===== config.mk =====
export PLATFORM = sky130hd
export DESIGN_NAME = simon_seq_engine
export DESIGN_NICKNAME = d
export VERILOG_FILES = /design/src/rtl/simon_seq_engine.sv
export SDC_FILE = /design/constraint.sdc
export NUM_CORES = 1
export LEC_CHECK = 0
export CORE_MARGIN = 4
export CORE_UTILIZATION = 52
export DETAILED_ROUTE_END_ITERATION = 8
export PLACE_DENSITY = 0.67
export SLEW_MARGIN = 15
export SYNTH_ARGS = -nofsm -noshare
export SYNTH_HDL_FRONTEND = slang
export SYNTH_SLANG_ARGS = --single-unit

===== constraint.sdc =====
create_clock -name clk -period 7.05 [get_ports clk]
set_input_delay 0.705 -clock clk [delete_from_list [all_inputs] [get_ports clk]]
set_output_delay 0.705 -clock clk [all_outputs]
set_load 0.01 [all_outputs]

===== src/rtl/simon_seq_engine.sv =====
// Simon/Genius round engine: per-player colour sequences, timed playback,
// element-by-element input checking and saturating per-player scores.
module simon_seq_engine #(
  parameter int NUM_PLAYERS = 2,
  parameter int COLOR_W     = 2,
  parameter int MAX_LEN     = 32,
  parameter int SCORE_W     = 8,
  parameter int SHOW_CYCLES = 4,
  localparam int PW         = (NUM_PLAYERS > 1) ? $clog2(NUM_PLAYERS) : 1,
  localparam int IW         = $clog2(MAX_LEN),
  localparam int LW         = IW + 1
) (
  input  logic                           clk,
  input  logic                           rst_n,
  input  logic                           start,
  input  logic                           abort,
  input  logic                           rnd_valid,
  input  logic [COLOR_W-1:0]             rnd_color,
  output logic                           rnd_ready,
  output logic                           out_valid,
  output logic [COLOR_W-1:0]             out_color,
  output logic                           ready,
  input  logic                           user_valid,
  input  logic [COLOR_W-1:0]             user_color,
  output logic                           correct,
  output logic                           fail,
  output logic [PW-1:0]                  cur_player,
  output logic [LW-1:0]                  seq_len,
  output logic [NUM_PLAYERS*SCORE_W-1:0] scores,
  output logic                           score_update,
  output logic                           game_over
);

  typedef enum logic [2:0] {IDLE, APPEND, SHOW, GAP, WAIT_IN, CHECK, NEXT, DONE} state_t;

  localparam int                 CNT_W     = (SHOW_CYCLES > 1) ? $clog2(SHOW_CYCLES) : 1;
  localparam int                 SUM_W     = ((SCORE_W > LW) ? SCORE_W : LW) + 1;
  localparam logic [SCORE_W-1:0] SCORE_MAX = '1;

  state_t             state;
  logic [PW-1:0]      cur;
  logic [IW-1:0]      idx;
  logic [CNT_W-1:0]   show_cnt;
  logic [COLOR_W-1:0] user_q;
  logic               out_valid_q, ready_q, rnd_ready_q;
  logic [LW-1:0]      len_r   [NUM_PLAYERS];
  logic [SCORE_W-1:0] score_r [NUM_PLAYERS];
  logic [COLOR_W-1:0] seq_mem [NUM_PLAYERS][MAX_LEN];

  logic [LW-1:0]      cur_len, idx_nxt;
  logic [IW-1:0]      idx_inc;
  logic [COLOR_W-1:0] cur_color, nxt_color, first_color;
  logic [SUM_W-1:0]   score_sum;
  logic [SCORE_W-1:0] score_sat;
  logic               idx_last, append_fire;

  assign cur_len     = len_r[cur];
  assign idx_inc     = idx + IW'(1);
  assign idx_nxt     = {1'b0, idx} + LW'(1);
  assign idx_last    = (idx_nxt == cur_len);
  assign cur_color   = seq_mem[cur][idx];
  assign nxt_color   = seq_mem[cur][idx_inc];
  // The colour being appended is not yet readable from storage on the append edge.
  assign first_color = (cur_len == '0) ? rnd_color : seq_mem[cur][IW'(0)];
  assign score_sum   = SUM_W'(score_r[cur]) + SUM_W'(cur_len);
  assign score_sat   = (score_sum > SUM_W'(SCORE_MAX)) ? SCORE_MAX : score_sum[SCORE_W-1:0];
  assign append_fire = (state == APPEND) && rnd_valid && !abort;

  // abort blanks the handshake and display outputs in the same cycle it is seen.
  assign out_valid  = out_valid_q & ~abort;
  assign ready      = ready_q & ~abort;
  assign rnd_ready  = rnd_ready_q & ~abort;
  assign cur_player = cur;
  assign seq_len    = cur_len;

  always_comb begin
    // NOTE: every always_comb output gets a default first, so no latch is inferred.
    scores = '0;
    for (int p = 0; p < NUM_PLAYERS; p++) scores[p*SCORE_W +: SCORE_W] = score_r[p];
  end

  // NOTE: sequence storage has no reset; per-player lengths gate every read of it.
  always_ff @(posedge clk) begin
    if (append_fire) seq_mem[cur][cur_len[IW-1:0]] <= rnd_color;
  end

  always_ff @(posedge clk or negedge rst_n) begin
    if (!rst_n) begin
      state        <= IDLE;
      cur          <= '0;
      idx          <= '0;
      show_cnt     <= '0;
      user_q       <= '0;
      out_valid_q  <= 1'b0;
      out_color    <= '0;
      ready_q      <= 1'b0;
      rnd_ready_q  <= 1'b0;
      correct      <= 1'b0;
      fail         <= 1'b0;
      score_update <= 1'b0;
      game_over    <= 1'b0;
      for (int p = 0; p < NUM_PLAYERS; p++) begin
        len_r[p]   <= '0;
        score_r[p] <= '0;
      end
    end else begin
      // NOTE: state registers use non-blocking assignments so all of them update together.
      correct      <= 1'b0;
      fail         <= 1'b0;
      score_update <= 1'b0;
      if (abort) begin
        state       <= IDLE;
        out_valid_q <= 1'b0;
        ready_q     <= 1'b0;
        rnd_ready_q <= 1'b0;
      end else begin
        case (state)
          IDLE, DONE: if (start) begin
            for (int p = 0; p < NUM_PLAYERS; p++) begin
              len_r[p]   <= '0;
              score_r[p] <= '0;
            end
            cur         <= '0;
            game_over   <= 1'b0;
            rnd_ready_q <= 1'b1;
            state       <= APPEND;
          end
          APPEND: if (rnd_valid) begin
            len_r[cur]  <= cur_len + LW'(1);
            idx         <= '0;
            show_cnt    <= '0;
            out_valid_q <= 1'b1;
            out_color   <= first_color;
            rnd_ready_q <= 1'b0;
            state       <= SHOW;
          end
          SHOW: begin
            if (show_cnt == CNT_W'(SHOW_CYCLES - 1)) begin
              out_valid_q <= 1'b0;
              state       <= GAP;
            end else begin
              show_cnt <= show_cnt + CNT_W'(1);
            end
          end
          GAP: begin
            if (idx_nxt < cur_len) begin
              idx         <= idx_inc;
              show_cnt    <= '0;
              out_valid_q <= 1'b1;
              out_color   <= nxt_color;
              state       <= SHOW;
            end else begin
              idx     <= '0;
              ready_q <= 1'b1;
              state   <= WAIT_IN;
            end
          end
          WAIT_IN: if (user_valid) begin
            user_q  <= user_color;
            ready_q <= 1'b0;
            state   <= CHECK;
          end
          CHECK: begin
            if (user_q != cur_color) begin
              fail       <= 1'b1;
              len_r[cur] <= '0;
              state      <= NEXT;
            end else if (!idx_last) begin
              idx     <= idx_inc;
              ready_q <= 1'b1;
              state   <= WAIT_IN;
            end else begin
              correct      <= 1'b1;
              score_update <= 1'b1;
              score_r[cur] <= score_sat;
              if (cur_len == LW'(MAX_LEN)) begin
                game_over <= 1'b1;
                state     <= DONE;
              end else begin
                state <= NEXT;
              end
            end
          end
          NEXT: begin
            cur         <= (cur == PW'(NUM_PLAYERS - 1)) ? '0 : cur + PW'(1);
            rnd_ready_q <= 1'b1;
            state       <= APPEND;
          end
          default: state <= IDLE;
        endcase
      end
    end
  end

endmodule


==> impl.org, run 1 <==
** Power and ir drop
- Pwr/cell area :: ~260 nW/um^2
- Worst voltage drop across the vdd grid :: 0.178 mV
- Static leakage :: 3.69 nW
- Overall Power :: 2.76 mW

** Finish
- Number of antenna diodes :: 0
- In the final layout, the share of cells above drive strength 1 is 0.144.
- From synthesis to final layout, the design area changed by 12.0%.
- The net count of the finished layout is between 800 and 900.
- For this run, the share of the core covered by cells in the final layout is 0.596.

** Logic synthesis
- For this run, the leading register cell type out of synthesis is sky130_fd_sc_hd__edfxtp_1.
- Of the synthesized area, sequential elements account for 0.525.
- Ys Warns :: 0
- Fraction of registers with async set or reset after synthesis :: 0.277
- Synthesized area divided by synthesized cell count :: 12.6 um^2
- When the netlist entered floorplanning its net count stood at 800.
- The commonest cells after synthesis are sky130_fd_sc_hd__edfxtp_1, sky130_fd_sc_hd__nor2_1, sky130_fd_sc_hd__mux2i_1.
- Number of synthesized register bits :: 177
- Post-synthesis cell area :: between 9000 and 10000 um^2
- Synthesis produced a netlist whose cell count is about 770.
- Largest cells by area after synthesis :: sky130_fd_sc_hd__edfxtp_1, sky130_fd_sc_hd__dfrtp_1, sky130_fd_sc_hd__mux4_2
- Yosys instantiated no cell more often than sky130_fd_sc_hd__edfxtp_1.
- EDFF count, synth :: 128
- Unique cell type count in the Yosys netlist :: just over 60
- Summed over all instances, the cell type with the most area after synthesis is sky130_fd_sc_hd__edfxtp_1.
- Area share of the largest cell type after synthesis :: 0.398

** Worst setup path
- Worst EP required :: ~7.4 ns
- Critical Path AT :: 4.82 ns
- Start point of the critical path :: idx[1]
- In this design, the stage delay of the slowest critical-path cell is 0.77 ns.
- Ordered cell list for the critical path :: ha_1 > nand3_1 > xor2_1 > inv_1 > ha_1 > nand4_1 > inv_1 > nand3_1 > a31oi_1 > nor2_1 > nor3_1 > a31oi_1 > o2bb2ai_1
- Slowest-stage cell, CP :: sky130_fd_sc_hd__dfrtp_1
- Of all nets on the critical path, the largest fanout is 16.
- Worst Setup End Kind :: flip-flop
- Startpoint class of the critical path :: flip-flop
- Setup CP Type :: reg -> reg
- The worst register-to-register path begins at idx[1].

** Timing
- The number of max-slew violations in the final report came to 0.
- Max-slew headroom at the worst pin :: 0.304
- Min Clock Period, post-route :: 4.50 ns
- Final setup fails :: 0
- Setup total negative slack :: 0 ns
- Dividing the final minimum period by the clock period gives 0.639.
- The final hold violation count is 0.
- Static timing analysis puts the maximum clock frequency at about 220 MHz.
- Unrepaired setup endpoints after global routing :: no
- Actual transition at the worst max-transition pin :: 1.04 ns
- Between clock sinks in the finished design, the worst skew comes to 0.00742 ns.

** Global route
- The first global-routing pass estimated 38.8 mm of wire.
- Maximum number of pins on one net before global-route repair :: 66
- Vias in the first global route :: 6821
- The initial antenna violation count is 0.
- Across every metal layer, demand over resource in global routing totals 0.248.
- For this run the aggregate overflow at the end of global routing stands at 0.

** Clock tree
- The clock tree synthesis step divided the H-tree into 4 levels.
- The root buffer cell chosen for the clock tree is sky130_fd_sc_hd__clkbuf_16.
- Later-pin clock latency in the skew report :: approximately 0.44 ns
- PostCTS Resize Cnt :: 0
- Buffers inserted during clock tree synthesis total 17.
- The tree built by TritonCTS fans out to 177 sinks.
- TritonCTS built the clock tree.
- The clock passes through at most 2 buffers.
- Post-CTS Setup Bufs :: 0
- Post-CTS Hold Buffers :: 0
- Clk slew on worst S/H paths :: 0.07 ns

** Job
- Count of max-cap constraint violations :: 0

** Place
- DP Wirelength :: between 15 and 20 mm
- Port Buf Inserts :: 41
- Routability-driven placement finished with a final weighted congestion of 0.908.

** Floorplanning
- The initial utilization of the core area, before any placement, comes to 0.532.
- During I/O placement, the number of pins put on the boundary was 42.
- Die Outline Area :: 20800 um^2
- From bottom edge to top edge, the die measures 144 um.
- The region available for standard cell placement spans 18100 um^2.
- From left edge to right edge, the die measures 144 um.
- Placement row count :: between 40 and 50

** Status
- Outcome :: completed

** Drt
- After detailed routing, the average wire length per cell comes to ~24 um.
- Via-to-Cell Ratio :: between 6 and 7
- Violation count after the first detailed-route iteration :: 813
- DRC Markers :: 0
- For this block, the routed nets add up to 24.9 mm of wire.
- The detail route stage leaves a number of antenna-violating nets equal to 0.
- Total number of vias :: approximately 6800
- The pre-antenna-repair detailed-routing pass consisted of 5 iterations.

** Min path
- The worst hold path belongs to the class in -> async.
[path summary, 6_finish.rpt]
check	end	slack, ns	cells past startpoint
min in group clk	seq_mem[0][51]	0.49	1
max in group asynchronous	cur_player	6.18	2
max reg2reg	scores[10]	2.55	13
min	show_cnt[0]	0.37	2
max	scores[10]	2.55	13
min reg2reg	show_cnt[1]	0.49	2
[cell families after synthesis]
group                    after synthesis  share of synthesized area
AND/OR/NAND/NOR                      234                      0.108
flip-flops                           177                      0.525
AO/OA/AOI/OAI                        130                     0.0988
multiplexers                         128                      0.196
buffers and inverters                 68                     0.0343
adder cells (fa/ha/maj)               21                     0.0280
XOR/XNOR                              11                     0.0107
[where the power goes]
part | leakage, nW | switching, mW | total [mW] | internal [mW]
clock network | 0.297 | 0.430 | 1.03 | 0.600
logic | 1.58 | 0.337 | 0.540 | 0.203
registers | 1.82 | 0.0447 | 1.20 | 1.15
[worst max-delay path: cells and delay by family, from the launching register on]
| kind | cells | cell delay (ns) |
|---|---|---|
| AO/OA/AOI/OAI | 3 | 0.98 |
| XOR/XNOR | 1 | 0.55 |
| adder cells (fa/ha/maj) | 2 | 0.71 |
| buffers and inverters | 2 | 0.24 |
| flip-flops | 1 | 0.77 |
| AND/OR/NAND/NOR | 5 | 1.12 |
[layer usage]
| layer | vias to the layer above | share of wire | wire (um) | track usage |
|---|---|---|---|---|
| met1 | 3427 | 0.43 | 10800 | 0.358 |
| met4 | 0 | 0.024 | 607 | 0.0839 |
| met5 | - | 0 | 0 | 0 |
| li1 | 3009 | - | - | - |
| met3 | 53 | 0.077 | 1930 | 0.0529 |
| met2 | 291 | 0.47 | 11600 | 0.376 |
[through the flow]
| stage | setup WS, ns | hold WS, ns | cells | area [um^2] |
|---|---|---|---|---|
| global route | 2.08 | 0.442 | 1040 | 10800 |
| floorplan | 2.76 | 0.409 | 769 | 9660 |
| detailed placement | 2.64 | 0.479 | 1009 | 10200 |
| global placement | 2.77 | 0.472 | 1009 | 10200 |
| CTS | 2.59 | 0.393 | 1040 | 10800 |
| finish | 2.55 | 0.374 | 1040 | 10800 |
[registers in the layout, indices dropped and copies added (netlist names), 2 cells and up]
name / flops
seq_mem: 128
len_r: 12
idx: 5
user_q: 2
state: 3
show_cnt: 2
scores: 16
out_color: 2
[cell type report]
class	count	area (um^2)
multi-input combinational	524	4260
inverter	29	109
clock buffer	18	429
timing repair buffer	50	463
clock inverter	13	200
sequential	177	5070
tap	229	287
fill	1430	7320
[cells in the final DEF, fill, tap and decap left out, types with 4 or more instances in the layout]
cell type,Yosys,final
sky130_fd_sc_hd__o21ai_0,24,24
sky130_fd_sc_hd__nor3_1,11,11
sky130_fd_sc_hd__nand2_1,48,48
sky130_fd_sc_hd__a31oi_1,9,9
sky130_fd_sc_hd__inv_1,29,29
sky130_fd_sc_hd__o2bb2ai_1,18,18
sky130_fd_sc_hd__mux2i_1,58,58
sky130_fd_sc_hd__mux2_2,19,19
sky130_fd_sc_hd__nor2b_1,14,14
sky130_fd_sc_hd__a22o_1,10,10
sky130_fd_sc_hd__bufinv_16,0,4
sky130_fd_sc_hd__xnor2_1,7,7
sky130_fd_sc_hd__a211oi_1,7,7
sky130_fd_sc_hd__dfrtp_1,49,48
sky130_fd_sc_hd__nand2b_1,6,6
sky130_fd_sc_hd__a22oi_1,16,16
sky130_fd_sc_hd__edfxtp_1,128,128
sky130_fd_sc_hd__buf_4,3,9
sky130_fd_sc_hd__mux4_2,45,45
sky130_fd_sc_hd__clkdlybuf4s50_1,0,38
sky130_fd_sc_hd__nand3_1,10,10
sky130_fd_sc_hd__clkbuf_16,0,17
sky130_fd_sc_hd__nand4_1,10,10
sky130_fd_sc_hd__a21oi_1,13,13
sky130_fd_sc_hd__ha_1,20,20
sky130_fd_sc_hd__nor2_1,119,119
(Power assumes the default switching activity.)
==> run 2, diff against run 1 <==
==> constraint.sdc (replaced) <==
create_clock -name clk -period 4.7 [get_ports clk]
set_input_delay 0.47 -clock clk [delete_from_list [all_inputs] [get_ports clk]]
set_output_delay 0.47 -clock clk [all_outputs]
set_load 0.01 [all_outputs]
==> impl.org, run 2 (synthesis results as in run 1) <==
** Clock tree
- Buffers added to address setup during post-CTS repair amount to 0.
- Cts bufs inserted :: 17
- Gates resized during post-CTS repair numbered 0.
- Counting every sink on the clock net gives roughly 180.
- The clock tree synthesis step divided the H-tree into 4 levels.
- Clock buffer depth :: 2
- Clock tree from TritonCTS :: yes
- Clock latency on the worst-skew pair, taken at its later pin, is 0.43 ns.
- Library cell used as clock root buffer :: sky130_fd_sc_hd__clkbuf_16
- After clock tree synthesis, the clock-pin slew on the worst setup and hold paths is 0.07 ns.
- Post-CTS Hold Buffers :: 0

** Worst setup path
- The worst setup path is launched from a flip-flop.
- Crit-path max FO :: 16
- For the worst setup path, the data arrival time is 4.27 ns.
- The slowest stage of the critical path is the sky130_fd_sc_hd__dfrtp_1 cell.
- In this run the critical register-to-register path is launched from idx[1].
- At the worst endpoint, the required time is 5.06 ns.
- Setup CP Type :: reg -> reg
- STA classifies the critical path endpoint as a flip-flop.
- Tracing the worst setup path back leads to its startpoint at idx[1].
- Traced cell by cell, the critical path runs through and2_1 > buf_4 > nand2_1 > xnor2_1 > inv_1 > ha_1 > a21o_1 > a21o_1 > a211oi_1 > buf_4 > and2_1 > nor2_1 > o21ai_0 > o31ai_1 > o2bb2ai_1.
- On the worst path, the slowest cell contributes a delay of between 0.8 and 0.9 ns.

** Drt
- Via-to-Cell Ratio :: about 6.4
- Before antenna repair, the detailed router went through 5 iterations.
- After detailed routing, the average wire length per cell comes to around 23 um.
- After detailed routing, no signal wire sits above met4.
- Once detail routing completed, the nets flagged for antenna violations numbered 0.
- The final layout contains routed wiring with a total length of ~25 mm.
- Wire segments on met2 add up to 11.3 mm in the final route.
- DRC Markers :: 0
- After detailed routing, the met3 layer carries approximately 1.7 mm of wire.
- Violation count after the first detailed-route iteration :: 823
- Summing over every cut layer, the via total after detailed routing is 6799.
- Met1 Routed Length :: 11.2 mm

** Place
- Port Buf Inserts :: 41
- DP Wirelength :: roughly 17 mm
- Post-place instance area :: 10300 um^2
- Before CTS, the worst setup slack after placement is roughly 0.85 ns.
- Routability-driven placement finished with a final weighted congestion of 0.887.

** Finish
- In the layout the commonest cells are sky130_fd_sc_hd__edfxtp_1, sky130_fd_sc_hd__nor2_1, sky130_fd_sc_hd__mux2i_1.
- Register cell area after layout :: 5070 um^2
- Commonest non-fill, non-tap cell in the layout :: sky130_fd_sc_hd__edfxtp_1
- Number of antenna diodes :: 0
- The register with the most flip-flops in the layout has around 130 of them.
- Final instance area :: 10900 um^2
- For this run, the post-layout net count is 847.
- At the end of the flow the core is filled with cells to 0.600.
- From synthesis to final layout, the design area changed by 12.7%.
- Area of the multi-input gates :: approximately 4300 um^2
- Fill count :: between 1000 and 1500
- Of the cells placed in the final design, the portion with a size suffix greater than 1 is 0.162.

** Timing
- Summed over all failing endpoints, the final setup total negative slack is 0 ns.
- Min Clock Period, post-route :: 3.91 ns
- Headroom to the max-slew limit came out at 0.256.
- Hold Vio Cnt, Final :: 0
- Slack of the critical path :: 0.791 ns
- Based on the critical path, the design can be clocked at up to 256 MHz.
- Setup violations remaining at the end of the flow were counted as 0.
- Worst clock skew :: 0.0104 ns
- Unrepaired setup endpoints after global routing :: no
- Worst hold slack across all endpoints :: 0.143 ns
- The number of max-slew violations in the final report was 0.
- Share of the clock period used by the worst path after layout :: 0.832
- Actual transition at the worst max-transition pin :: 1.12 ns

** Power and ir drop
- Relative contribution of sequential cells to total power :: 0.448
- Clock power share :: 0.340
- Pwr/cell area :: 368 nW/um^2
- Cell internal power was estimated by the tool at 2.81 mW.
- Static leakage :: 3.75 nW
- Proportion of power drawn by combinational gates :: 0.212
- IR analysis of the VDD net gives a maximum drop of 0.243 mV.
- Of the total power, the share spent switching nets is 0.300.
- In this run the power spent charging and discharging nets is 1.20 mW.

** Status
- The run finished with clean final reports.

** Floorplanning
- Core area :: 18100 um^2
- Pin placement for this block handled 42 I/O pins.
- From bottom edge to top edge, the die measures 144 um.
- Die Outline Area :: 20800 um^2
- Horiz. Die Dim :: 144 um
- The initial utilization of the core area, before any placement, comes to 0.532.
- The floorplan has 49 rows.

** Global route
- For this run, the total global-route usage over all layers was measured as 0.246.
- The total overflow left after global routing is 0.
- Global-route wire length before repair :: roughly 39 mm
- Maximum number of pins on one net before global-route repair :: 66
- Vias in the first global route :: 6703
- Number of antenna violations at the first check in global routing :: 0

** Min path
- The worst hold path belongs to the class in -> async.

** Job
- Max-cap violations in this run came to 0.
run 2: changes by cell type in the layout (fill, tap and decap cells not counted):
cell	before	now
sky130_fd_sc_hd__buf_4	9	25
sky130_fd_sc_hd__inv_6	3	6
sky130_fd_sc_hd__clkinv_2	0	2
sky130_fd_sc_hd__buf_12	0	1
sky130_fd_sc_hd__inv_8	2	0
sky130_fd_sc_hd__bufinv_16	4	1
sky130_fd_sc_hd__clkinv_1	0	1
run 2: power groups by stage:
stage | combinational (mW) | clock [mW] | sequential [mW]
after global routing | 0.930 | 1.44 | 1.80
final | 0.849 | 1.36 | 1.79
after global placement | 0.818 | 0 | 1.82
after detailed placement | 0.836 | 0 | 1.83
after CTS | 0.842 | 1.38 | 1.80
after floorplan | 0.548 | 0 | 1.79
run 2: routing by layer:
metal / track usage / vias to the layer above
li1: - / 3039
met4: 0.0648 / 0
met5: 0 / -
met3: 0.0582 / 40
met1: 0.369 / 3449
met2: 0.366 / 271
run 2: final timing paths:
kind / endpoint / slack [ns] / depth (start not counted)
hold reg to reg: len_r[1] / 0.51 / 1
min in group clk: len_r[1] / 0.51 / 1
setup reg to reg: idx[2] / 0.79 / 15
max in group asynchronous: cur_player / 4.08 / 2
setup / recovery: idx[2] / 0.79 / 15
hold / removal: state[0] / 0.14 / 2
run 2: cell type report:
cell class	count	share of cell area
Clock inverter	14	0.0117
Sequential cell	177	0.466
Tap cell	229	0.0263
Multi-Input combinational cell	524	0.391
Inverter	29	0.0100
Timing Repair Buffer	67	0.0554
Clock buffer	18	0.0394
run 2: through the flow:
| step | instances | power (mW) |
|---|---|---|
| detailed placement | 1026 | 2.66 |
| finish | 1058 | 4.01 |
| global route | 1058 | 4.18 |
| global placement | 1026 | 2.64 |
| floorplan | 769 | 2.34 |
| CTS | 1058 | 4.01 |
run 2: critical path: cells and delay by family (launching register included):
kind	cells	cell delay, ns
AO/OA/AOI/OAI	6	1.33
flip-flops	1	0.82
AND/OR/NAND/NOR	4	0.62
buffers and inverters	3	0.53
adder cells (fa/ha/maj)	1	0.31
XOR/XNOR	1	0.20
